--- config.mk ---
export PLATFORM = sky130hd
export DESIGN_NAME = layer_shift_pipe_flat
export DESIGN_NICKNAME = d
export VERILOG_FILES = /design/src/rtl/layer_shift_pipe_if.sv /design/src/rtl/layer_shift_pipe.sv /design/src/flat_wrapper.sv
export SDC_FILE = /design/constraint.sdc
export NUM_CORES = 1
export LEC_CHECK = 0
export CORE_MARGIN = 3
export CORE_UTILIZATION = 50
export DETAILED_ROUTE_END_ITERATION = 6
export GPL_ROUTABILITY_DRIVEN = 0
export GPL_TIMING_DRIVEN = 0
export PLACE_DENSITY = 0.85
export SKIP_LAST_GASP = 1
export SLEW_MARGIN = 25
export SYNTH_ARGS = -nofsm -noshare
export SYNTH_HDL_FRONTEND = slang
export SYNTH_SLANG_ARGS = --single-unit
--- constraint.sdc ---
create_clock -name clk -period 2.2 [get_ports clk]
set_clock_uncertainty 0.1 [all_clocks]
set_input_delay 0.22 -clock clk [delete_from_list [all_inputs] [get_ports clk]]
set_output_delay 0.22 -clock clk [all_outputs]
set_load 0.005 [all_outputs]
--- src/rtl/layer_shift_pipe_if.sv ---
// Stream bundle between the read network, the layer shift pipeline and its consumer.
// The pipeline takes the slave view and its neighbours take the master view.
interface layer_shift_pipe_if #(
    parameter int Z  = 4,
    parameter int Q  = 6,
    parameter int DC = 6,
    parameter int TW = 6
);
    localparam int SW = $clog2(Z);

    logic                        in_valid;
    logic                        in_ready;
    logic [DC-1:0][Z-1:0][Q-1:0] app_in;
    logic [DC-1:0][SW-1:0]       shift_in;
    logic [DC-1:0]               mask_in;
    logic                        inv_in;
    logic [TW-1:0]               tag_in;

    logic                        out_valid;
    logic                        out_ready;
    logic [DC-1:0][Z-1:0][Q-1:0] app_out;
    logic [DC-1:0]               mask_out;
    logic [TW-1:0]               tag_out;

    modport slave (
        input  in_valid, app_in, shift_in, mask_in, inv_in, tag_in, out_ready,
        output in_ready, out_valid, app_out, mask_out, tag_out
    );

    modport master (
        output in_valid, app_in, shift_in, mask_in, inv_in, tag_in, out_ready,
        input  in_ready, out_valid, app_out, mask_out, tag_out
    );
endinterface

--- src/rtl/layer_shift_pipe.sv ---
// Two-stage pipeline applying the per-block quasi-cyclic rotation (forward or inverse)
// to one layer of APP blocks, with valid/ready flow control and tag/mask pass-through.
module layer_shift_pipe #(
    parameter int Z  = 4,
    parameter int Q  = 6,
    parameter int DC = 6,
    parameter int TW = 6
) (
    input  logic              clk,
    input  logic              rst,
    layer_shift_pipe_if.slave bus
);
    localparam int SW = $clog2(Z);

    typedef logic [DC-1:0][Z-1:0][Q-1:0] app_t;
    typedef logic [DC-1:0][SW-1:0]       shift_t;

    logic          en1, en2;
    logic          v1, v2;
    app_t          d1, d2, rot;
    shift_t        e_next, e1;
    logic [DC-1:0] m1, m2;
    logic [TW-1:0] t1, t2;

    assign en2          = !v2 || bus.out_ready;
    assign en1          = !v1 || en2;
    assign bus.in_ready = en1;

    // Direction is folded into the effective shift here, so stage 1 never has to keep inv.
    // NOTE: every always_comb output gets a default first so no path can infer a latch.
    always_comb begin
        e_next = '0;
        for (int i = 0; i < DC; i++) begin
            if (bus.inv_in)
                e_next[i] = SW'((Z - (int'(bus.shift_in[i]) % Z)) % Z);
            else
                e_next[i] = SW'(int'(bus.shift_in[i]) % Z);
        end
    end

    // Each output lane picks the source lane at (j + e) mod Z; masked blocks read as zero.
    always_comb begin
        rot = '0;
        for (int i = 0; i < DC; i++)
            for (int j = 0; j < Z; j++)
                for (int k = 0; k < Z; k++)
                    if (m1[i] && k == (j + int'(e1[i])) % Z)
                        rot[i][j] = d1[i][k];
    end

    // NOTE: sequential state uses non-blocking assignments so all stages update together.
    // NOTE: data registers are reset as well, because app/mask/tag outputs must read zero in reset.
    always_ff @(posedge clk or negedge rst) begin
        if (!rst) begin
            v1 <= 1'b0;
            d1 <= '0;
            e1 <= '0;
            m1 <= '0;
            t1 <= '0;
        end else if (en1) begin
            v1 <= bus.in_valid;
            d1 <= bus.app_in;
            e1 <= e_next;
            m1 <= bus.mask_in;
            t1 <= bus.tag_in;
        end
    end

    always_ff @(posedge clk or negedge rst) begin
        if (!rst) begin
            v2 <= 1'b0;
            d2 <= '0;
            m2 <= '0;
            t2 <= '0;
        end else if (en2) begin
            v2 <= v1;
            d2 <= rot;
            m2 <= m1;
            t2 <= t1;
        end
    end

    assign bus.out_valid = v2;
    assign bus.app_out   = d2;
    assign bus.mask_out  = m2;
    assign bus.tag_out   = t2;
endmodule

--- src/flat_wrapper.sv ---
// flat-port wrapper written by rule: the top's interface ports become plain ports
module layer_shift_pipe_flat 
#(
    parameter int Z  = 4,
    parameter int Q  = 6,
    parameter int DC = 6,
    parameter int TW = 6
)
  (clk, rst, bus_in_valid, bus_app_in, bus_shift_in, bus_mask_in, bus_inv_in, bus_tag_in, bus_out_ready, bus_in_ready, bus_out_valid, bus_app_out, bus_mask_out, bus_tag_out);
  layer_shift_pipe_if #(.Z(Z), .Q(Q), .DC(DC), .TW(TW)) bus_i ();
  input  logic clk;
  input  logic rst;
  input wire logic [$bits(bus_i.in_valid)-1:0] bus_in_valid;
  input wire logic [$bits(bus_i.app_in)-1:0] bus_app_in;
  input wire logic [$bits(bus_i.shift_in)-1:0] bus_shift_in;
  input wire logic [$bits(bus_i.mask_in)-1:0] bus_mask_in;
  input wire logic [$bits(bus_i.inv_in)-1:0] bus_inv_in;
  input wire logic [$bits(bus_i.tag_in)-1:0] bus_tag_in;
  input wire logic [$bits(bus_i.out_ready)-1:0] bus_out_ready;
  output wire logic [$bits(bus_i.in_ready)-1:0] bus_in_ready;
  output wire logic [$bits(bus_i.out_valid)-1:0] bus_out_valid;
  output wire logic [$bits(bus_i.app_out)-1:0] bus_app_out;
  output wire logic [$bits(bus_i.mask_out)-1:0] bus_mask_out;
  output wire logic [$bits(bus_i.tag_out)-1:0] bus_tag_out;
  assign bus_i.in_valid = bus_in_valid;
  assign bus_i.app_in = bus_app_in;
  assign bus_i.shift_in = bus_shift_in;
  assign bus_i.mask_in = bus_mask_in;
  assign bus_i.inv_in = bus_inv_in;
  assign bus_i.tag_in = bus_tag_in;
  assign bus_i.out_ready = bus_out_ready;
  assign bus_in_ready = bus_i.in_ready;
  assign bus_out_valid = bus_i.out_valid;
  assign bus_app_out = bus_i.app_out;
  assign bus_mask_out = bus_i.mask_out;
  assign bus_tag_out = bus_i.tag_out;
  layer_shift_pipe #(.Z(Z), .Q(Q), .DC(DC), .TW(TW)) u_core (.clk(clk), .rst(rst), .bus(bus_i));
endmodule
Word level (Yosys, flattened, before mapping)
Cells that the tools add are included.
{ "totals": {"reg_bits": 326, "latch_bits": 0, "ramBits": 0, "rom_bits": 0, "in_bits": 173, "word_cells": 418, "mem_count": 0} }
{ "classes": {"n_addsub": 24, "mul": 0, "div_mod_pow": 0, "order_cmp": 0, "eq_ne": 72, "n_shift": 0, "mux": 102, "bitwise_logic": 18, "n_reduce_logical": 142} }
{ "op_table": {"columns": ["op", "count"], "rows": [
  ["$logic_not 32->1", 24],
  ["$mux 6", 96],
  ["$eq 3x3->1 const A", 36],
  ["$logic_and 1x1->1", 96],
  ["$eq 2x3->1 const A", 18],
  ["$reduce_or 2->1", 18],
  ["$add 2x2->2 const A", 12],
  ["$eq 2x2->1 const A", 12],
  ["$and 1x1->1 const A", 18],
  ["$add 1x2->2 const A", 6],
  ["$eq 1x2->1 const A", 6],
  ["$mux 2", 6],
  ["$sub 1x2->2 const A", 6],
  ["$logic_not 1->1", 2],
  ["$logic_or 1x1->1", 2]
]} }

Logic depth before layout (Yosys ltp)
{ "logic_depth": {"word_depth": 9, "depth_mapped": 7, "ltp_nobuf": 3} }

Least setup slack after synthesis
No wires, ideal clock.
{ "synth_timing": {"path_kind": "reg2reg", "from": "register u_core.v2 (netlist: u_core.bus.out_valid)", "to": "register u_core.d2, in the netlist u_core.bus.app_out[134]", "arrival_time_ns": 1.279, "required_time_ns": 1.974, "setup_slack_ns": 0.695, "stages_incl_launch_ff": 6, "path_cell_list": "dfrtp_1 -> nor2b_1 -> buf_4 -> buf_6 -> buf_2 -> a221o_1"} }
{ "synth_between": {"elab_chain_len": 2} }
{ "synth_rtl": {"columns": ["item", "line", "source"], "rows": [
  ["start, declared", "layer_shift_pipe.sv:19", "logic v1, v2;"],
  ["start signal, assigned", "layer_shift_pipe.sv:76", "v2 <= v1;"],
  ["$logic_not 1->1", "layer_shift_pipe.sv:25", "assign en2 = !v2 || bus.out_ready;"],
  ["$logic_or 1x1->1", "layer_shift_pipe.sv:25", null],
  ["end signal, assigned", "layer_shift_pipe.sv:77", "d2 <= rot;"],
  ["end, declared", "layer_shift_pipe.sv:20", "app_t d1, d2, rot;"]
]} }
No other way between the ends.
A chain may end at the register's enable or synchronous reset.

Worst setup path in the final report
{ "layout_timing": {"from": "register u_core.v2 (netlist: u_core.bus.out_valid)", "to": "output bus_in_ready"} }
{ "layout_between": {"elab_chain_len": 3} }
{ "layout_rtl": {"columns": ["item", "line", "source"], "rows": [
  ["$logic_not 1->1", "layer_shift_pipe.sv:25", null],
  ["$logic_or 1x1->1", "layer_shift_pipe.sv:25", null],
  ["$logic_or 1x1->1", "layer_shift_pipe.sv:26", "assign en1 = !v1 || en2;"],
  ["end, declared", "flat_wrapper.sv:20", "output wire logic [$bits(bus_i.in_ready)-1:0] bus_in_ready;"]
]} }
No other way between the ends.

==> results.md <==
* Run status: completed
* Vias per cell at roughly 5.7
* Detail Placement HPWL at ~33000 µm
* Asr flop ratio synth at 100.0%
* Synth Area in Compound Gates at 7.757%
* Endpoints failing hold at 0
* Final total power at 18.39 mW
* Pre-antenna DRT Iters at 7
* Max Freq at 473.2 MHz
* Transition time of the tightest slew-check pin at 0.8110 ns
* Root Buffer: clkbuf_16
* Synth Net Count at about 1400
* Die H at 180.4 µm
* Final Core Density at 68.74%
* Critical Path RT at 1.88 ns
* # rows at 63
* Synth Area in Adders at 0%
* Mapped Area at between 0.015 and 0.02 mm²
* RSZ-0062 raised after global routing: no
* Max Buffers Root-to-Sink at 3
* CTS tree: done
* Synth area leader: dfrtp_1
* Syn avg cell area at 12.44 µm²
* Count leader, synth: dfrtp_1
* Fin cells at around 2000
* First-pass GRT wire length at 70700 µm
* CORE AREA at approximately 0.03 mm²
* Crit path max fanout at 11
* Die width at 180.4 µm
* Maximum VDD drop at approximately 0.00061 V
* Ys flop type: dfrtp_1
* Max-cap violations at 0
* Top post-synthesis cells by count: 326 x dfrtp_1, 171 x mux2_2, 155 x nand2_1
* Placed Instances at 1946
* Relative slew slack at 45.51%
* Worst skew pair latency at ~0.51 ns
* Sequential-to-total area share from yosys stat at 53.64%
* Area growth, synth to finish at 34.67%
* Initial antenna violation count at 4
* H-tree depth at 2
* YS warnings at 0
* Pins Over Slew Limit at 0
* Synth Instances at 1223
* # IOs at 331
* Post-layout minimum cycle time at 2.113 ns
* Xor/xnor share of the synthesized area at less than 1%
* Vias in the first global route at 12400
* Antenna viol nets, final at 0
* Buffers on Ports at 330
* Synth top area cells: dfrtp_1 54%, mux2_2 13%, mux2i_1 10%, mux2_1 7.3%, nand2_1 3.8%
* Layout cells sized above 1 at 20.05%
* Nets at about 1800
* Post-synthesis simple-gate area fraction at 4.903%
* FF+latch count, synth at ~330
* Yosys top cell area share at between 50% and 60%
* Reg clk slew, reported paths at around 0.060 ns
* Synth unique cells at 29
* Routed wire length at 45450 µm
* Pin count of the biggest net entering global routing at between 90 and 100
* Power Density at between 800 and 900 mW/mm²
* Post-synth EDFFs at 0
* Die area at 0.03255 mm²
* Tot GR Track Use at 27.32%
* Iteration-0 DRC count of the detailed router at 871
* Largest family of logic cells by synthesized area: multiplexers
* Worst Setup End Kind: primary output
* Leak Pwr at 9.033 nW
* R2R Path Start: u_core.bus.out_valid
* Final Cycle Share at 96.05%
* Critical path origin: u_core.bus.out_valid
* Startpoint types: flip-flop
* WP data arrival at between 1.5 and 2 ns
* DR WL/cell at approximately 22 µm
* Hold_sp: bus_mask_in[3]
* GRT Residual Overflow at 0
* DRC at 0
* Initial core utilization at 51.05%
* Crit Path Class: flip-flop to primary output
* TritonCTS Sinks at 326
* Hold Path Class: input pin to flip-flop
* TritonCTS buffer count at 37
* Endpoints failing setup at 0
* DR vias at 11610
* Post-synthesis mux area share at 29.99%
==> worst max-delay path: stages, from the launching register on <==
cell,delay (ns)
dfrtp_1,0.38
nand3b_1,0.10
buf_6,0.18
buf_12,0.13
clkdlybuf4s50_1,0.49
==> sequential cells by signal (all words and copies together) (netlist names), 6 cells and up <==
name                 count
u_core.d1              144
u_core.m1                6
u_core.bus.mask_out      6
u_core.bus.tag_out       6
u_core.t1                6
u_core.bus.app_out     144
u_core.e1               12
==> area by class of cell <==
cell class                      count  area (µm²)
Clock buffer                       47        1076
Buffer                             89       510.5
Tap cell                          390       488.0
Sequential cell                   326        8158
Fill cell                        2135        9314
Clock inverter                     20       259.0
Inverter                            5       18.77
Multi-Input combinational cell    802        6539
Antenna cell                        4       10.01
Timing Repair Buffer              337        3423
==> layer usage <==
layer / GRT usage, % / share of wire, % / vias to the layer above
met2: 45.92 / 49 / 480
met4: 9.487 / 3.5 / 0
met1: 35.18 / 41 / 5874
met3: 6.056 / 7.2 / 108
li1: - / - / 5146
met5: 0 / 0 / -
==> power by group <==
group / leakage, nW / switching [mW] / internal, mW
combinational: 4.37 / 1.92 / 2.39
sequential: 4.00 / 0.597 / 6.83
clock: 0.665 / 2.49 / 4.17
total: 9.03 / 5.01 / 13.4
==> kinds of logic (layout without fill, tap and decap cells) <==
| logic type | Yosys count | in the layout |
|---|---|---|
| and+or+nand+nor | 184 | 184 |
| AOI/OAI and AO/OA | 190 | 190 |
| other | 0 | 4 |
| DFF | 326 | 326 |
| xor gates and xnor gates | 6 | 6 |
| muxes | 422 | 422 |
| buffers and inverters | 95 | 498 |
==> worst paths after layout <==
kind                                     endpoint  slack [ns]  depth (start not counted)
max                                  bus_in_ready        0.09                          4
min                                  u_core.m1[3]        0.16                          3
max reg2reg                u_core.bus.app_out[19]        0.21                          6
min reg2reg                  u_core.bus.out_valid        0.36                          1
max in group asynchronous          u_core.d1[109]        0.48                          4
min in group asynchronous           u_core.d1[81]        0.20                          2
==> timing repair <==
action / in CTS / in global routing
hold buffers: 1 / 0
pin swaps: 0 / 0
setup buffers: 3 / 0
endpoints found under the hold margin: 84 / 0
setup endpoints to repair: 1 / 1
gates cloned: 0 / 0
resized for setup: 10 / 0
==> cell usage in the layout, fill, tap and decap left out, drive strengths merged, types with 5 or more instances in the layout <==
| master | netlist | layout |
|---|---|---|
| and2 | 5 | 5 |
| clkbuf | 9 | 56 |
| a21boi | 6 | 6 |
| bufinv | 0 | 6 |
| a22o | 13 | 13 |
| buf | 81 | 87 |
| a2111oi | 16 | 16 |
| a221o | 21 | 21 |
| xor2 | 6 | 6 |
| o21ai | 118 | 118 |
| a21oi | 16 | 16 |
| mux2i | 153 | 153 |
| nand2 | 155 | 155 |
| mux2 | 269 | 269 |
| clkinv | 0 | 11 |
| dfrtp | 326 | 326 |
| inv | 5 | 6 |
| nor2 | 9 | 9 |
| clkdlybuf4s50 | 0 | 329 |
| nand3 | 5 | 5 |
==> per-stage QoR <==
step / hold slack, ns / worst slack [ns] / setup TNS (ns) / instance area [µm²]
global placement: 0.3519 / -13.11 / -4265.58 / 19000
CTS: 0.1352 / 0.01807 / 0 / 20490
detailed placement: 0.1702 / -0.4104 / -1.380 / 19090
global route: 0.1649 / 0.02937 / 0 / 20480
finish: 0.1608 / 0.08691 / 0 / 20480
floorplan: -0.1756 / 0.6948 / 0 / 15210
(Power assumes the default switching activity.)
